==> config.mk <==
export PLATFORM = sky130hd
export DESIGN_NAME = decode_stage_pipe
export DESIGN_NICKNAME = d
export VERILOG_FILES = /design/src/rtl/decode_pkg.sv /design/src/rtl/decode_regfile.sv /design/src/rtl/decode_stage_pipe.sv
export SDC_FILE = /design/constraint.sdc
export NUM_CORES = 1
export LEC_CHECK = 0
export CAP_MARGIN = 10
export CORE_ASPECT_RATIO = 1.4
export CORE_MARGIN = 1
export CORE_UTILIZATION = 48
export DETAILED_ROUTE_END_ITERATION = 8
export GPL_ROUTABILITY_DRIVEN = 1
export GPL_TIMING_DRIVEN = 0
export PLACE_DENSITY = 0.77
export SYNTH_ARGS = -nofsm -noshare
export SYNTH_HDL_FRONTEND = slang
export SYNTH_SLANG_ARGS = --single-unit
==> constraint.sdc <==
create_clock -name clk -period 1.7 [get_ports clk]
set_input_delay 0.51 -clock clk [delete_from_list [all_inputs] [get_ports clk]]
set_output_delay 0.51 -clock clk [all_outputs]
set_load 0.05 [all_outputs]
==> src/rtl/decode_pkg.sv <==
`default_nettype none
// ============================================================================
//  Module   : decode_pkg
//  Brief    : Shared field positions, ID/EX record type and sign-extension
//             helper for the WISC decode stage.
//  Revision : 1.0 - initial release
// ============================================================================
package decode_pkg;

   // Instruction field positions for the 16-bit WISC encoding
   localparam int INSTR_W    = 16;
   localparam int RS_HI      = 10;
   localparam int RS_LO      = 8;
   localparam int RT_HI      = 7;
   localparam int RT_LO      = 5;
   localparam int IMM5_W     = 5;
   localparam int IMM8_W     = 8;
   localparam int DISP11_W   = 11;

   // Widest datapath the extension helper supports
   localparam int SEXT_MAX_W = 64;

   // Width-independent portion of the ID/EX pipeline register
   typedef struct packed {
      logic               valid;
      logic [INSTR_W-1:0] instr;
   } id_ex_t;

   // Sign-extend the low 'width' bits of value to SEXT_MAX_W bits
   function automatic logic [SEXT_MAX_W-1:0] sext(input logic [SEXT_MAX_W-1:0] value,
                                                  input int unsigned            width);
      logic [SEXT_MAX_W-1:0] mask;
      logic                  sign;
      mask = {SEXT_MAX_W{1'b1}} << width;
      sign = |(value & ({{(SEXT_MAX_W-1){1'b0}}, 1'b1} << (width - 1)));
      return sign ? (value | mask) : (value & ~mask);
   endfunction

endpackage : decode_pkg
`default_nettype wire

==> src/rtl/decode_regfile.sv <==
`default_nettype none
// ============================================================================
//  Module   : decode_regfile
//  Brief    : NUM_REGS x DATA_W architectural register file with two
//             asynchronous read ports and one synchronous write port.
//  Revision : 1.0 - initial release
// ============================================================================
module decode_regfile
   import decode_pkg::*;
#(
   parameter int DATA_W   = 16,
   parameter int NUM_REGS = 8,
   parameter int REG_AW   = $clog2(NUM_REGS)
) (
   input  logic              clk,
   input  logic              rst,
   input  logic              wr_en,
   input  logic [REG_AW-1:0] wr_addr,
   input  logic [DATA_W-1:0] wr_data,
   input  logic [REG_AW-1:0] rd_addr_1,
   output logic [DATA_W-1:0] rd_data_1,
   input  logic [REG_AW-1:0] rd_addr_2,
   output logic [DATA_W-1:0] rd_data_2
);

   logic [DATA_W-1:0] r_regs [NUM_REGS];

   // Clear every register on reset, otherwise perform the single write
   always_ff @(posedge clk) begin
      if (rst) begin
         for (int i = 0; i < NUM_REGS; i++) begin
            r_regs[i] <= '0;
         end
      end else if (wr_en) begin
         r_regs[wr_addr] <= wr_data;
      end
   end

   // Reads see the current contents; the parent decides about bypassing
   assign rd_data_1 = r_regs[rd_addr_1];
   assign rd_data_2 = r_regs[rd_addr_2];

endmodule : decode_regfile
`default_nettype wire

==> src/rtl/decode_stage_pipe.sv <==
`default_nettype none
// ============================================================================
//  Module   : decode_stage_pipe
//  Brief    : Registered WISC decode stage: register file, operand read,
//             immediate extension and ID/EX pipeline register with
//             valid/stall/flush control.
//  Config   : define REGFILE_BYPASS_EN for write-before-read operand capture
//             and refresh of held operands while stalled.
//  Revision : 1.0 - initial release
// ============================================================================
module decode_stage_pipe
   import decode_pkg::*;
#(
   parameter int DATA_W   = 16,
   parameter int NUM_REGS = 8,
   parameter int REG_AW   = $clog2(NUM_REGS)
) (
   input  logic               clk,
   input  logic               rst,
   input  logic               if_valid,
   input  logic [15:0]        if_instr,
   input  logic [DATA_W-1:0]  if_pc,
   input  logic               imm_zext,
   input  logic               stall,
   input  logic               flush,
   input  logic               wb_en,
   input  logic [REG_AW-1:0]  wb_addr,
   input  logic [DATA_W-1:0]  wb_data,
   output logic               id_valid,
   output logic [15:0]        id_instr,
   output logic [DATA_W-1:0]  id_pc,
   output logic [DATA_W-1:0]  read_data_1,
   output logic [DATA_W-1:0]  read_data_2,
   output logic [DATA_W-1:0]  i_1,
   output logic [DATA_W-1:0]  i_2,
   output logic [DATA_W-1:0]  word_align_jump
);

   // Source register fields, truncated to the register address width
   logic [REG_AW-1:0] w_rs;
   logic [REG_AW-1:0] w_rt;
   assign w_rs = if_instr[RS_LO +: REG_AW];
   assign w_rt = if_instr[RT_LO +: REG_AW];

   logic [DATA_W-1:0] w_rf_rd1;
   logic [DATA_W-1:0] w_rf_rd2;

   decode_regfile #(
      .DATA_W   (DATA_W),
      .NUM_REGS (NUM_REGS),
      .REG_AW   (REG_AW)
   ) u_regfile (
      .clk       (clk),
      .rst       (rst),
      .wr_en     (wb_en),
      .wr_addr   (wb_addr),
      .wr_data   (wb_data),
      .rd_addr_1 (w_rs),
      .rd_data_1 (w_rf_rd1),
      .rd_addr_2 (w_rt),
      .rd_data_2 (w_rf_rd2)
   );

   // Operand values presented to the capture path
   logic [DATA_W-1:0] w_op1;
   logic [DATA_W-1:0] w_op2;

`ifdef REGFILE_BYPASS_EN
   // Held instruction's source fields, used to refresh operands while stalled
   logic [REG_AW-1:0] w_held_rs;
   logic [REG_AW-1:0] w_held_rt;

   assign w_op1 = (wb_en && (wb_addr == w_rs)) ? wb_data : w_rf_rd1;
   assign w_op2 = (wb_en && (wb_addr == w_rt)) ? wb_data : w_rf_rd2;
`else
   assign w_op1 = w_rf_rd1;
   assign w_op2 = w_rf_rd2;
`endif

   // Immediate operands extended to the datapath width
   logic [DATA_W-1:0] w_imm5;
   logic [DATA_W-1:0] w_imm8;
   logic [DATA_W-1:0] w_disp11;

   assign w_imm5   = imm_zext ? DATA_W'(if_instr[IMM5_W-1:0])
                              : DATA_W'(sext(SEXT_MAX_W'(if_instr[IMM5_W-1:0]), IMM5_W));
   assign w_imm8   = DATA_W'(sext(SEXT_MAX_W'(if_instr[IMM8_W-1:0]), IMM8_W));
   assign w_disp11 = DATA_W'(sext(SEXT_MAX_W'(if_instr[DISP11_W-1:0]), DISP11_W));

   // ID/EX pipeline register state
   id_ex_t            r_id;
   logic [DATA_W-1:0] r_pc;
   logic [DATA_W-1:0] r_rd1;
   logic [DATA_W-1:0] r_rd2;
   logic [DATA_W-1:0] r_i1;
   logic [DATA_W-1:0] r_i2;
   logic [DATA_W-1:0] r_disp;

`ifdef REGFILE_BYPASS_EN
   assign w_held_rs = r_id.instr[RS_LO +: REG_AW];
   assign w_held_rt = r_id.instr[RT_LO +: REG_AW];
`endif

   // ID/EX update with priority reset > flush > stall > capture
   always_ff @(posedge clk) begin
      if (rst) begin
         r_id   <= '0;
         r_pc   <= '0;
         r_rd1  <= '0;
         r_rd2  <= '0;
         r_i1   <= '0;
         r_i2   <= '0;
         r_disp <= '0;
      end else if (flush) begin
         // Fields are don't-care once the slot is invalid, so they simply hold
         r_id.valid <= 1'b0;
      end else if (stall) begin
`ifdef REGFILE_BYPASS_EN
         // Keep held operands coherent with writebacks landing during the stall
         if (wb_en && (wb_addr == w_held_rs)) begin
            r_rd1 <= wb_data;
         end
         if (wb_en && (wb_addr == w_held_rt)) begin
            r_rd2 <= wb_data;
         end
`endif
      end else begin
         // Bubbles still load the fields; only valid distinguishes them
         r_id.valid <= if_valid;
         r_id.instr <= if_instr;
         r_pc       <= if_pc;
         r_rd1      <= w_op1;
         r_rd2      <= w_op2;
         r_i1       <= w_imm5;
         r_i2       <= w_imm8;
         r_disp     <= w_disp11;
      end
   end

   assign id_valid        = r_id.valid;
   assign id_instr        = r_id.instr;
   assign id_pc           = r_pc;
   assign read_data_1     = r_rd1;
   assign read_data_2     = r_rd2;
   assign i_1             = r_i1;
   assign i_2             = r_i2;
   assign word_align_jump = r_disp;

endmodule : decode_stage_pipe
`default_nettype wire
==> qor.yml <==
routed-via-count: 7354
global_route_wire_length_before_repair_um: 40600
worst-path-max-fanout: 10
post_route_cells_drive_above_1_share_pct: 28.4
timing.slew.headroom_pct: 57.9
timing_worst_slew_pin_value_ns: 0.631
cts_sinks: 194
dr.pass1.iters: 5
worst_hold_slack_ns: 0.415
largest_stage_delay_on_the_critical_path_ns: 0.31
fmaxAchievable_mhz: 586
violated_checks: "setup timing"
avgRoutedWirePerCell_um: 20.5
htreeDepth: 4
setup_tns_ns: -0.00623
final.setup.worst_slack_ns: -0.00623
placeableCoreArea_um2: 19300
clock_skew_ns: 0.00839
status: "finished with violations"
die_span_y_um: 168
clkSlewWorstSetupHoldPaths_ns: 0.07
syn_inst: 847
antenna-diode-count: 0
cts-root-to-sink-buffers: 2
cts.hold.buffers_added: 0
final_net_count: 1114
die_w_um: 121
area_growth_syn_to_layout_pct: 30.8
remaining_drc_errors: 0
start_to_end_type_of_the_worst_setup_path: "input port to register"
timing.final.crit_share_pct: 100
yosysSeqAreaShare_pct: 54.6
power.density_nw_per_um2: 926
post_drt_antenna_nets: 0
clock_insertion_delay_worst_skew_ns: 0.44
fp.dieArea_um2: 20300
post_synthesis_cell_area_um2: 9450
cts-buffers-inserted: 17
final_core_util_pct: 64.1
detail_route.wirelength_um: 27000
crit_path_cell_trace: "clkdlybuf4s15_1 > nor2b_1 > clkbuf_4 > buf_4 > a22oi_2 > a21oi_1 > nor3_1"
power.ir.vdd_worst_uv: 756
arrival_ns: 2.01
synth-warning-count: 0
grt.overflow.total: 0
worst_setup_path_start_kind: "input port"
first_global_vias: 7252
timing.final.hold_violations: 0
p_leak_nw: 5.05
final.min_clock_period_ns: 1.71
finalWeightedCongestion: 0.868
min-delay-path-class: "input port to register"
timing.rr.start: "u_regfile.r_regs[2][11]"
initial_antenna_violation_count: 0
whs_endpoint: "id_instr[10]"
finalMaxSlewViolations: 0
ys_types: 23
ctsRootBufferMaster: "sky130_fd_sc_hd__clkbuf_16"
number_of_cells_in_the_finished_layout_apart_from_fillers: 1317
setup_viols_final: 1
regToRegEndpoint: "read_data_2[11]"
first_iter_violations: 623
grt_max_degree: 19
vias_per_instance: 5.58
crit_slowest_cell: "sky130_fd_sc_hd__clkdlybuf4s15_1"
cp_data_required_time_ns: 2.00
post_synth.cell_area_avg_um2: 11.2
timing.reg2reg.setup_slack_ns: 0.50
site_rows: 60
tritoncts: "built"
io_pins: 171
reg2reg_depth: 4
max_cap_violations: 0
numPortBuffers: 168
postSynthRegisterBits: 194
place.detailed.instances: 1263
finalPower_w: 0.0114
initial_core_util_pct: 49.0
worstHoldPathCells: 3
detailed_place_hpwl_um: 18800
synth.net_count: 905
grtUsageTotal_pct: 26.9
worstSetupEndpointType: "register"
worst_hold_startpoint: "if_instr[10]"
synth_stat cells:
| library cell | count | area (µm²) |
|---|---|---|
| sky130_fd_sc_hd__a21oi_1 | 65 | 325 |
| sky130_fd_sc_hd__a22oi_1 | 64 | 480 |
| sky130_fd_sc_hd__and2_1 | 130 | 813 |
| sky130_fd_sc_hd__buf_1 | 9 | 33.8 |
| sky130_fd_sc_hd__buf_2 | 14 | 70.1 |
| sky130_fd_sc_hd__buf_4 | 55 | 413 |
| sky130_fd_sc_hd__buf_6 | 4 | 45.0 |
| sky130_fd_sc_hd__clkbuf_1 | 23 | 86.3 |
| sky130_fd_sc_hd__dfxtp_1 | 66 | 1320 |
| sky130_fd_sc_hd__edfxtp_1 | 128 | 3840 |
| sky130_fd_sc_hd__mux2i_1 | 129 | 1290 |
| sky130_fd_sc_hd__nand2_1 | 66 | 248 |
| sky130_fd_sc_hd__nand2b_1 | 2 | 12.5 |
| sky130_fd_sc_hd__nand3b_1 | 2 | 15.0 |
| sky130_fd_sc_hd__nor2_1 | 38 | 143 |
| sky130_fd_sc_hd__nor2_2 | 1 | 6.26 |
| sky130_fd_sc_hd__nor2_4 | 2 | 22.5 |
| sky130_fd_sc_hd__nor2b_1 | 4 | 25.0 |
| sky130_fd_sc_hd__nor3_1 | 33 | 165 |
| sky130_fd_sc_hd__nor3_2 | 1 | 10.0 |
| sky130_fd_sc_hd__nor3_4 | 1 | 16.3 |
| sky130_fd_sc_hd__or2_2 | 9 | 56.3 |
| sky130_fd_sc_hd__or3b_4 | 1 | 11.3 |
worst max path at each step:
stage	endpoint	slack (ns)	from	depth (start not counted)
global placement	u_regfile.r_regs[5][9]	-1.07	rst	4
detailed placement	u_regfile.r_regs[5][10]	-1.10	rst	4
global route	read_data_1[7]	-0.02	if_instr[8]	7
CTS	id_instr[12]	0.003	id_instr[12]	1
floorplan	u_regfile.r_regs[0][0]	-0.008	wb_addr[0]	3
finish	read_data_1[7]	-0.006	if_instr[8]	7
state kept, by name (all words and copies together) (netlist names):
register,count
u_regfile.r_regs,128
i_1,1
read_data_1,16
id_pc,16
id_valid,1
id_instr,16
read_data_2,16
area by class of cell:
type	instances	area (µm²)
repair buffers	190	1820
plain buffers	103	699
clock inverters	13	119
multi-input cells	550	3760
well taps	248	310
flip-flops and latches	194	5180
fillers	1488	6930
clock buffers	19	464
metal layers:
layer	share of wire, %	global-route usage (%)	vias up
met4	3.9	12.2	0
met1	36	29.6	3476
met5	0	0	-
met3	8.4	5.22	88
li1	-	-	3385
met2	52	49.5	405
worst max-delay path, delay by kind of cell:
kind	cells	cell delay [ns]
simple gates	2	0.33
buf+inv	3	0.79
compound gates	2	0.37
stage by stage:
step	setup slack [ns]	area (µm²)
after floorplan	-0.00768	9460
after global placement	-1.07	11500
after detailed placement	-1.10	11500
after CTS	0.00262	12300
after global routing	-0.0244	12400
final	-0.00623	12400
power by group:
part / leakage [nW] / internal (W) / switching [W]
registers: 1.77 / 0.00531 / 0.000162
logic: 2.99 / 0.000769 / 0.00127
clock network: 0.286 / 0.00205 / 0.00188
what timing repair did:
action | CTS | global route
gates resized for setup | 564 | 43
setup buffers | 20 | 1
cloned | 3 | 0
setup endpoints to repair | 405 | 151
pin swaps | 11 | 2
cells by family (layout without fill, tap and decap cells):
logic type / count (synthesis) / after routing / share of synthesized area [%]
AOI/OAI and AO/OA: 129 / 129 / 8.52
buffers and inverters: 105 / 325 / 6.86
DFF: 194 / 194 / 54.6
muxes: 129 / 129 / 13.7
and+or+nand+nor: 290 / 292 / 16.3
layout by cell type (no fill, tap or decap), types with 5 or more instances in the layout:
master                              n
sky130_fd_sc_hd__clkbuf_2          19
sky130_fd_sc_hd__buf_4            115
sky130_fd_sc_hd__edfxtp_1         128
sky130_fd_sc_hd__buf_6              6
sky130_fd_sc_hd__buf_2             26
sky130_fd_sc_hd__dlygate4sd2_1      6
sky130_fd_sc_hd__mux2i_1          129
sky130_fd_sc_hd__nor2_1            33
sky130_fd_sc_hd__a22oi_1           63
sky130_fd_sc_hd__or2_4             10
sky130_fd_sc_hd__nor3_1            33
sky130_fd_sc_hd__clkbuf_1           7
sky130_fd_sc_hd__a21oi_2            7
sky130_fd_sc_hd__clkdlybuf4s50_1   46
sky130_fd_sc_hd__nor2_4             8
sky130_fd_sc_hd__clkinv_4           5
sky130_fd_sc_hd__nand2_1           66
sky130_fd_sc_hd__clkdlybuf4s15_2   46
sky130_fd_sc_hd__and2_1           130
sky130_fd_sc_hd__clkbuf_4           7
sky130_fd_sc_hd__dfxtp_1           59
sky130_fd_sc_hd__clkbuf_16         18
sky130_fd_sc_hd__buf_12             9
sky130_fd_sc_hd__a21oi_1           58
Power figures use the tool's default switching activity.
